<file path="src/rtl/tt_uart_pkg.sv">
// Shared UART definitions for the tile transmitter and the future receiver.
package tt_uart_pkg;

    typedef enum logic [2:0] {
        IDLE   = 3'd0,
        START  = 3'd1,
        DATA   = 3'd2,
        PARITY = 3'd3,
        STOP   = 3'd4
    } uart_state_e;

    localparam int   DATA_BITS  = 8;
    localparam logic IDLE_LEVEL = 1'b1;

endpackage

</file>
<file path="src/rtl/tt_uart_baud_gen.sv">
// Bit-period counter: counts 0..CLK_DIV-1 while enabled, one-cycle bit_tick on the last count.
module tt_uart_baud_gen #(
    parameter int CLK_DIV = 16,
    parameter int DIV_W   = 16
) (
    input  logic clk,
    input  logic rst_n,
    input  logic clear,
    output logic bit_tick
);

    localparam logic [DIV_W-1:0] LAST = DIV_W'(CLK_DIV - 1);

    logic [DIV_W-1:0] cnt;

    always_ff @(posedge clk or negedge rst_n) begin
        if (!rst_n) begin
            cnt <= '0;
        end else if (clear || cnt == LAST) begin
            cnt <= '0;
        end else begin
            cnt <= cnt + DIV_W'(1);
        end
    end

    assign bit_tick = !clear && (cnt == LAST);

endmodule

</file>
<file path="src/rtl/tt_uart_tx.sv">
// 8N1 UART transmitter driving uio[0]; optional even parity bit under TT_UART_TX_PARITY_EN.
//  state  | meaning
//  IDLE   | line high, waiting for tx_valid && tx_ready
//  START  | start bit (low) for CLK_DIV cycles
//  DATA   | shift[0] on the line, 8 bits LSB first
//  PARITY | even parity of the accepted byte (parity build only)
//  STOP   | stop bit (high) for CLK_DIV cycles
module tt_uart_tx
    import tt_uart_pkg::*;
#(
    parameter int CLK_DIV = 16,
    parameter int DIV_W   = 16
) (
    input  logic       clk,
    input  logic       rst_n,
    input  logic       ena,
    input  logic [7:0] tx_data,
    input  logic       tx_valid,
    output logic       tx_ready,
    output logic       tx_out,
    output logic       tx_oe,
    output logic       busy
);

    uart_state_e state, state_next;
    logic [7:0]  shift_q;
    logic [2:0]  bit_idx;
    logic        bit_tick;
    logic        accept;
    logic        line_next;
`ifdef TT_UART_TX_PARITY_EN
    logic        parity_q;
`endif

    assign tx_ready = (state == IDLE) && ena && tx_oe;
    assign accept   = tx_valid && tx_ready;

    tt_uart_baud_gen #(
        .CLK_DIV (CLK_DIV),
        .DIV_W   (DIV_W)
    ) u_baud (
        .clk      (clk),
        .rst_n    (rst_n),
        .clear    (state == IDLE),
        .bit_tick (bit_tick)
    );

    always_ff @(posedge clk or negedge rst_n) begin
        if (!rst_n) begin
            state <= IDLE;
        end else begin
            state <= state_next;
        end
    end

    always_comb begin
        state_next = state;
        line_next  = IDLE_LEVEL;
        unique case (state)
            IDLE: begin
                if (accept) state_next = START;
            end
            START: begin
                line_next = 1'b0;
                if (bit_tick) state_next = DATA;
            end
            DATA: begin
                line_next = shift_q[0];
                if (bit_tick && bit_idx == 3'(DATA_BITS - 1)) begin
`ifdef TT_UART_TX_PARITY_EN
                    state_next = PARITY;
`else
                    state_next = STOP;
`endif
                end
            end
`ifdef TT_UART_TX_PARITY_EN
            PARITY: begin
                line_next = parity_q;
                if (bit_tick) state_next = STOP;
            end
`endif
            STOP: begin
                if (bit_tick) state_next = IDLE;
            end
            default: state_next = IDLE;
        endcase
    end

    // Line follows the state one cycle late, so the start bit falls on the edge after accept;
    // busy tracks the next state so it covers exactly the frame length.
    always_ff @(posedge clk or negedge rst_n) begin
        if (!rst_n) begin
            shift_q <= '0;
            bit_idx <= '0;
            tx_out  <= IDLE_LEVEL;
            tx_oe   <= 1'b0;
            busy    <= 1'b0;
        end else begin
            tx_oe  <= 1'b1;
            tx_out <= line_next;
            busy   <= (state_next != IDLE);
            if (accept) begin
                shift_q <= tx_data;
                bit_idx <= '0;
            end else if (state == DATA && bit_tick) begin
                shift_q <= shift_q >> 1;
                bit_idx <= bit_idx + 3'd1;
            end
        end
    end

`ifdef TT_UART_TX_PARITY_EN
    always_ff @(posedge clk or negedge rst_n) begin
        if (!rst_n) begin
            parity_q <= 1'b0;
        end else if (accept) begin
            parity_q <= ^tx_data;
        end
    end
`endif

endmodule
</file>
<file path="config.mk">
export PLATFORM = sky130hd
export DESIGN_NAME = tt_uart_tx
export DESIGN_NICKNAME = d
export VERILOG_FILES = /design/src/rtl/tt_uart_pkg.sv /design/src/rtl/tt_uart_baud_gen.sv /design/src/rtl/tt_uart_tx.sv
export SDC_FILE = /design/constraint.sdc
export NUM_CORES = 1
export LEC_CHECK = 0
export CAP_MARGIN = 10
export CELL_PAD_IN_SITES_DETAIL_PLACEMENT = 2
export CELL_PAD_IN_SITES_GLOBAL_PLACEMENT = 2
export CORE_MARGIN = 2
export CORE_UTILIZATION = 35
export CTS_CLUSTER_DIAMETER = 30
export CTS_CLUSTER_SIZE = 12
export DETAILED_ROUTE_END_ITERATION = 7
export PLACE_DENSITY_LB_ADDON = 0.1
export SLEW_MARGIN = 5
export SYNTH_ARGS = -nofsm -noshare
export SYNTH_HDL_FRONTEND = slang
export SYNTH_SLANG_ARGS = --single-unit
</file>
<file path="constraint.sdc">
create_clock -name clk -period 2.2 [get_ports clk]
set_clock_uncertainty 0.05 [all_clocks]
set_input_delay 0.44 -clock clk [delete_from_list [all_inputs] [get_ports clk]]
set_output_delay 0.44 -clock clk [all_outputs]
set_load 0.005 [all_outputs]
</file>
=== After elaboration in Yosys (flattened, before gate mapping) ===
Cells that the tools add are included.

* Bits in registers: 33
* Input bits: 12
* Output and inout port bits: 4
* Logic and storage cells: 36

* $add $sub $neg: 2
* Equality and inequality tests: 5
* Mux-type cells: 11
* Reductions and logical operators: 11

{| class="wikitable"
|+ Operators with widths
! kind !! count
|-
| $mux 3 || 6
|-
| $add 16x1->16 const B || 1
|-
| $eq 16x4->1 const B || 1
|-
| $mux 16 || 1
|-
| $mux 8 || 2
|-
| $pmux 3 s4 || 1
|-
| $eq 3x3->1 const B || 2
|-
| $logic_and 1x1->1 || 6
|-
| $add 3x1->3 const B || 1
|-
| $eq 3x1->1 const B || 1
|-
| $eq 3x2->1 const B || 1
|-
| $logic_not 3->1 || 1
|-
| $reduce_bool 3->1 || 1
|-
| $pmux 1 s2 || 1
|-
| $reduce_bool 2->1 || 1
|-
| $logic_not 1->1 || 1
|-
| $logic_or 1x1->1 || 1
|}

=== Logic depth before layout (Yosys ltp) ===
* Depth after elaboration: 7
* Depth in mapped cells: 7
* Mapped depth without buffers: 5

=== Modules after synthesis ===
Synthesis repeated with hierarchy kept, for this count alone.

* Cells, all modules: 147
* Area total of the unflattened synthesis: 1740.4 µm²

{| class="wikitable"
|+ By module, submodules not included
! module !! instances !! cells an instance !! area each (µm²) !! sequential area each (µm²)
|-
| tt_uart_tx || 1 || 64 || 903.4 || 426.7
|-
| tt_uart_baud_gen || 1 || 83 || 837.1 || 400.4
|}

=== Worst setup path before layout ===
OpenSTA, ideal clock, no wires.

* Path kind: register -> register
* Start: reg u_baud.cnt[0]
* End: reg u_baud.cnt[10]
* Arrival: 1.634 ns
* Data required time: 2.079 ns
* Setup slack: 0.445 ns
* Stages on the path, launching flop included: 8
* Buffers on the path: 2
* Clock period less this slack: 1.755 ns
* Path through: dfrtp_1 -> ha_1 -> and3_1 -> and4_1 -> or2_1 -> buf_2 -> buf_2 -> nor2_1

* Cells in the longest elaborated chain, start to end: 3
* Elaborated cells on any way between the ends: 4
* Classes of those cells: 1 x add/sub; 1 x eq/ne; 1 x mux; 1 x reduce/logical

{| class="wikitable"
|+ Ends and longest elaborated chain
! item !! RTL line !! RTL
|-
| from (decl) || tt_uart_baud_gen.sv:14 || <nowiki>logic [DIV_W-1:0] cnt;</nowiki>
|-
| from (signal assigned) || tt_uart_baud_gen.sv:22 || <nowiki>cnt <= cnt + DIV_W'(1);</nowiki>
|-
| branches (longest 2 deep; another with $add 16x1->16) || - ||
|-
| $mux 16 (*) || tt_uart_baud_gen.sv:19 || <nowiki>end else if (clear || cnt == LAST) begin</nowiki>
|}

Every way passes the cells marked *.
A chain may end at the register's enable or synchronous reset.

=== Worst setup path in the final report ===
* Start: reg state[0]
* End: out tx_ready

* Cells in the longest elaborated chain, start to end: 3

{| class="wikitable"
|+ Ends and longest elaborated chain
! item !! RTL line !! RTL
|-
| from (decl) || tt_uart_tx.sv:25 || <nowiki>uart_state_e state, state_next;</nowiki>
|-
| from (signal assigned) || tt_uart_tx.sv:52 || <nowiki>state <= state_next;</nowiki>
|-
| $logic_not 3->1 || tt_uart_tx.sv:35 || <nowiki>assign tx_ready = (state == IDLE) && ena && tx_oe;</nowiki>
|-
| $logic_and 1x1->1 (2 in series) || tt_uart_tx.sv:35 ||
|-
| to (decl) || tt_uart_tx.sv:19 || <nowiki>output logic tx_ready,</nowiki>
|}

Every way passes these cells.

==> run summary <==
The number of endpoints with negative hold slack in the final report is 0. The count of maximum capacitance violations was 0; the width of the die was 71.4 um. On the worst path, the slowest cell contributes a delay of 0.50 ns. Using the TritonRoute via totals, the vias-per-cell ratio works out to 5.45. In the global route stage, overall resource usage came out at 19.2%. The flow ran to the end, and the final reports show no timing, DRC or antenna violations.

TritonCTS built the clock tree. The tools report the via count of the first global-routing pass as 1,513. At the end of routability-driven placement, the weighted congestion stood at 0.734. For the core footprint, the log shows 4350 um2. The clock net sink count is 33. The clock tree synthesis step divided the H-tree into 2 levels. The area of the mapped netlist is 1590 um2, and the length of the first detailed-routing pass in iterations is 2. The final-report max-slew violation count was 0; the relative max-transition margin was 66.1%. The critical path is of the flip-flop to output port type.

The first global-routing pass estimated 7550 um of wire. After layout, the worst path uses 97.1% of the clock period. 16 I/O pins were placed. The clock network accounts for 42.3% of the total power. The Yosys step of the flow raised 0 warnings. A synthesized cell averages 9.64 um2. The worst hold path begins at u_baud.cnt[0].

The number of hold-repair buffers added at the cts stage is 0, and the placed cell count is 233. The share of total power dissipated in combinational logic is 3.2%. The minimum setup slack among reg-to-reg paths was 0.22 ns; the number of nets produced by synthesis was 180.

After the last flow step, the layout net total stands at 206. The internal power summed over all cells is 883 uW, and the first-iteration detailed-routing DRC count is 104. In this run the worst setup path begins at state[0]. The logs give 34 for the largest net degree at the start of global routing and 5 for the total CTS buffers.

For the worst-skew pair later-pin latency, the log shows 0.28 ns. Row generation in the floorplan step produced 24 rows. The worst hold-check path type was flip-flop to flip-flop.

The slew at the pin closest to its max-slew limit was 0.504 ns. The critical path goes through nor3_4 -> and3_1 -> clkdlybuf4s50_1. The wire length after detailed routing was 4330 um. The die is 71.4 um tall. The worst register-to-register path begins at u_baud.cnt[12]. Clock-pin slew was measured on the worst setup and hold paths at 0.07 ns. The sequential-to-total area share from yosys stat was 52.0%; the share of layout cells above drive strength 1 was 11.5%.

The switching part of the total power came out at 21.0%. For the final antenna-violating net count, the log shows 0. Power spread over the standard cell area amounts to 572 nW/um2. Across the VDD grid, the largest voltage drop is 0.257 mV. The die covers 5100 um2.

Data on the critical path arrives at its endpoint at 1.65 ns. In this run the deepest clock path goes through 2 buffers. STA classifies the critical path endpoint as an output port. The highest fanout seen on the critical path was 8.

For the number of failing setup endpoints in the final timing report, the log shows 0. The repair_antennas step left the layout with diodes totalling 0. The total overflow left after global routing is 0. After layout, the minimum clock period comes to 2.14 ns. STA classifies the critical path startpoint as a flip-flop. Summed over all nets, the switching power comes to 235 uW.

The cell depth of the worst flop-to-flop path was 4; the HPWL after detailed placement was 3000 um. In this run the critical register-to-register path is captured at bit_idx[0]. The remaining routing DRC violations is 0, and the minimum hold slack is 0.471 ns. The count of cells in the finished layout, fillers not included, comes to 244.

After detailed routing, the average wire length per cell comes to 17.7 um. Sequential cells account for 54.5% of the total power. Summed over all failing endpoints, the final setup total negative slack is 0 ns. The worst hold path stage count is 1. Post-synthesis instance total: 165. The via count of the routed design came out at 1,330.

The root buffer cell is clkbuf_8. The placement-stage cell area is 1830 um2. The logs give 36.5% for the starting density of the core and 468 MHz for the achievable frequency. The count of cell types in the netlist was 31.

Post-route standard cell area excluding fillers: 1960 um2. The total of buffers placed on input and output ports was 15; the number of storage elements in the synthesis netlist was 33. Data required time of the critical path: 1.71 ns. Cells fill 44.9% of the core in the end.

In this run the static leakage power is 0.000811 uW. Worst hold path endpoint: u_baud.cnt[0]. Compared with the post-synthesis result, the final layout area differs by 23.0%. Cell at the slowest stage of the critical path: clkdlybuf4s50_1. The initial antenna violation count is 0.
## repair_timing
item | in CTS | in global routing
resized for setup | 2 | 1
endpoints found under the setup margin | 1 | 1
endpoints found under the hold margin | 0 | 0
setup buffers | 1 | 2
pin swaps | 1 | 0
## per-layer routing
layer  share of wire, %  global-route usage (%)  wire (um)
met5                  0                       0          0
met4                1.5                    6.29         63
met3                2.6                    4.08        113
met1                 46                    25.4       2000
met2                 50                    31.5       2150
## registers in the layout (all words and copies together) (netlist names)
name	cells
tx_oe	1
shift_q	8
busy	1
tx_out	1
bit_idx	3
u_baud.cnt	16
state	3
## power by group through the flow
stage               clock network (uW)  registers [uW]  logic [uW]
floorplan                            0             620       0.304
global placement                     0             620        35.5
detailed placement                   0             620        37.3
CTS                                494             608        37.5
global route                       516             608        40.1
finish                             473             609        36.0
## critical path: cells and delay by family, from the launching register on
kind	cells	cell delay, ns
AND/OR/NAND/NOR	2	0.39
flip-flops	1	0.47
buffers and inverters	1	0.50
## cells in the final DEF (no fill, tap or decap), types with 4 or more instances in the layout
cell type,count
buf_4,10
a21oi_1,11
nand3_1,7
a31oi_1,7
clkdlybuf4s50_1,15
nor4_1,6
nor3_1,4
nor2_1,25
xnor2_1,11
o21ai_0,13
clkbuf_8,6
inv_1,6
nand2_1,8
dfrtp_1,31
## area by class of cell
| class | count | area [um2] |
|---|---|---|
| well taps | 52 | 65.1 |
| repair buffers | 25 | 225 |
| clock buffers | 8 | 90.1 |
| flip-flops and latches | 33 | 828 |
| inverters | 6 | 22.5 |
| fillers | 474 | 2400 |
| multi-input cells | 120 | 724 |
## cells in the mapped netlist
cell type / number / area share [%]
mux2i_1: 1 / 0.63
xor2_1: 2 / 1.1
nor3b_1: 2 / 0.94
conb_1: 1 / 0.24
inv_1: 6 / 1.4
dfrtp_1: 32 / 50
o21ai_0: 13 / 4.1
or3_1: 2 / 0.79
nand3_1: 7 / 2.2
clkbuf_1: 2 / 0.47
nand3_4: 1 / 1.1
o21bai_1: 1 / 0.47
and3_1: 2 / 0.79
nor2_1: 25 / 5.9
nand4_1: 3 / 1.2
or2_1: 1 / 0.39
nand2_1: 8 / 1.9
ha_1: 3 / 2.4
nand3b_1: 1 / 0.47
nor2b_1: 1 / 0.39
o221ai_1: 1 / 0.55
nor3_1: 5 / 1.6
nand4_2: 2 / 1.6
xnor2_1: 11 / 6.1
nor4_1: 6 / 2.4
a21oi_1: 11 / 3.5
buf_2: 4 / 1.3
and4_1: 2 / 1.1
or4_1: 1 / 0.47
dfstp_2: 1 / 1.7
a31oi_1: 7 / 2.8
## cell families after synthesis
logic type	count (synthesis)	share of synthesized area, %
mux	1	0.629
buf+inv	12	3.15
compound gates	33	11.3
simple gates	69	23.1
flops	33	52.0
other cells	1	0.236
xor+xnor	13	7.16
fa+ha+maj	3	2.36
## worst max path at each step
stage / endpoint / slack, ns / depth (start not counted)
4_1_cts: tx_ready / 0.01 / 3
3_5_place_dp: tx_ready / 0.12 / 3
5_1_grt: tx_ready / -0.005 / 3
3_3_place_gp: tx_ready / 0.14 / 3
6_report: tx_ready / 0.06 / 3
2_1_floorplan: u_baud.cnt[10] / 0.44 / 7
## metrics by stage
step	total power [uW]	worst slack, ns
after floorplan	620	0.445
after global placement	655	0.144
after detailed placement	657	0.118
after CTS	1140	0.0143
after global routing	1160	-0.00469
final	1120	0.0638
No activity file was read; power rests on OpenSTA's default activity.
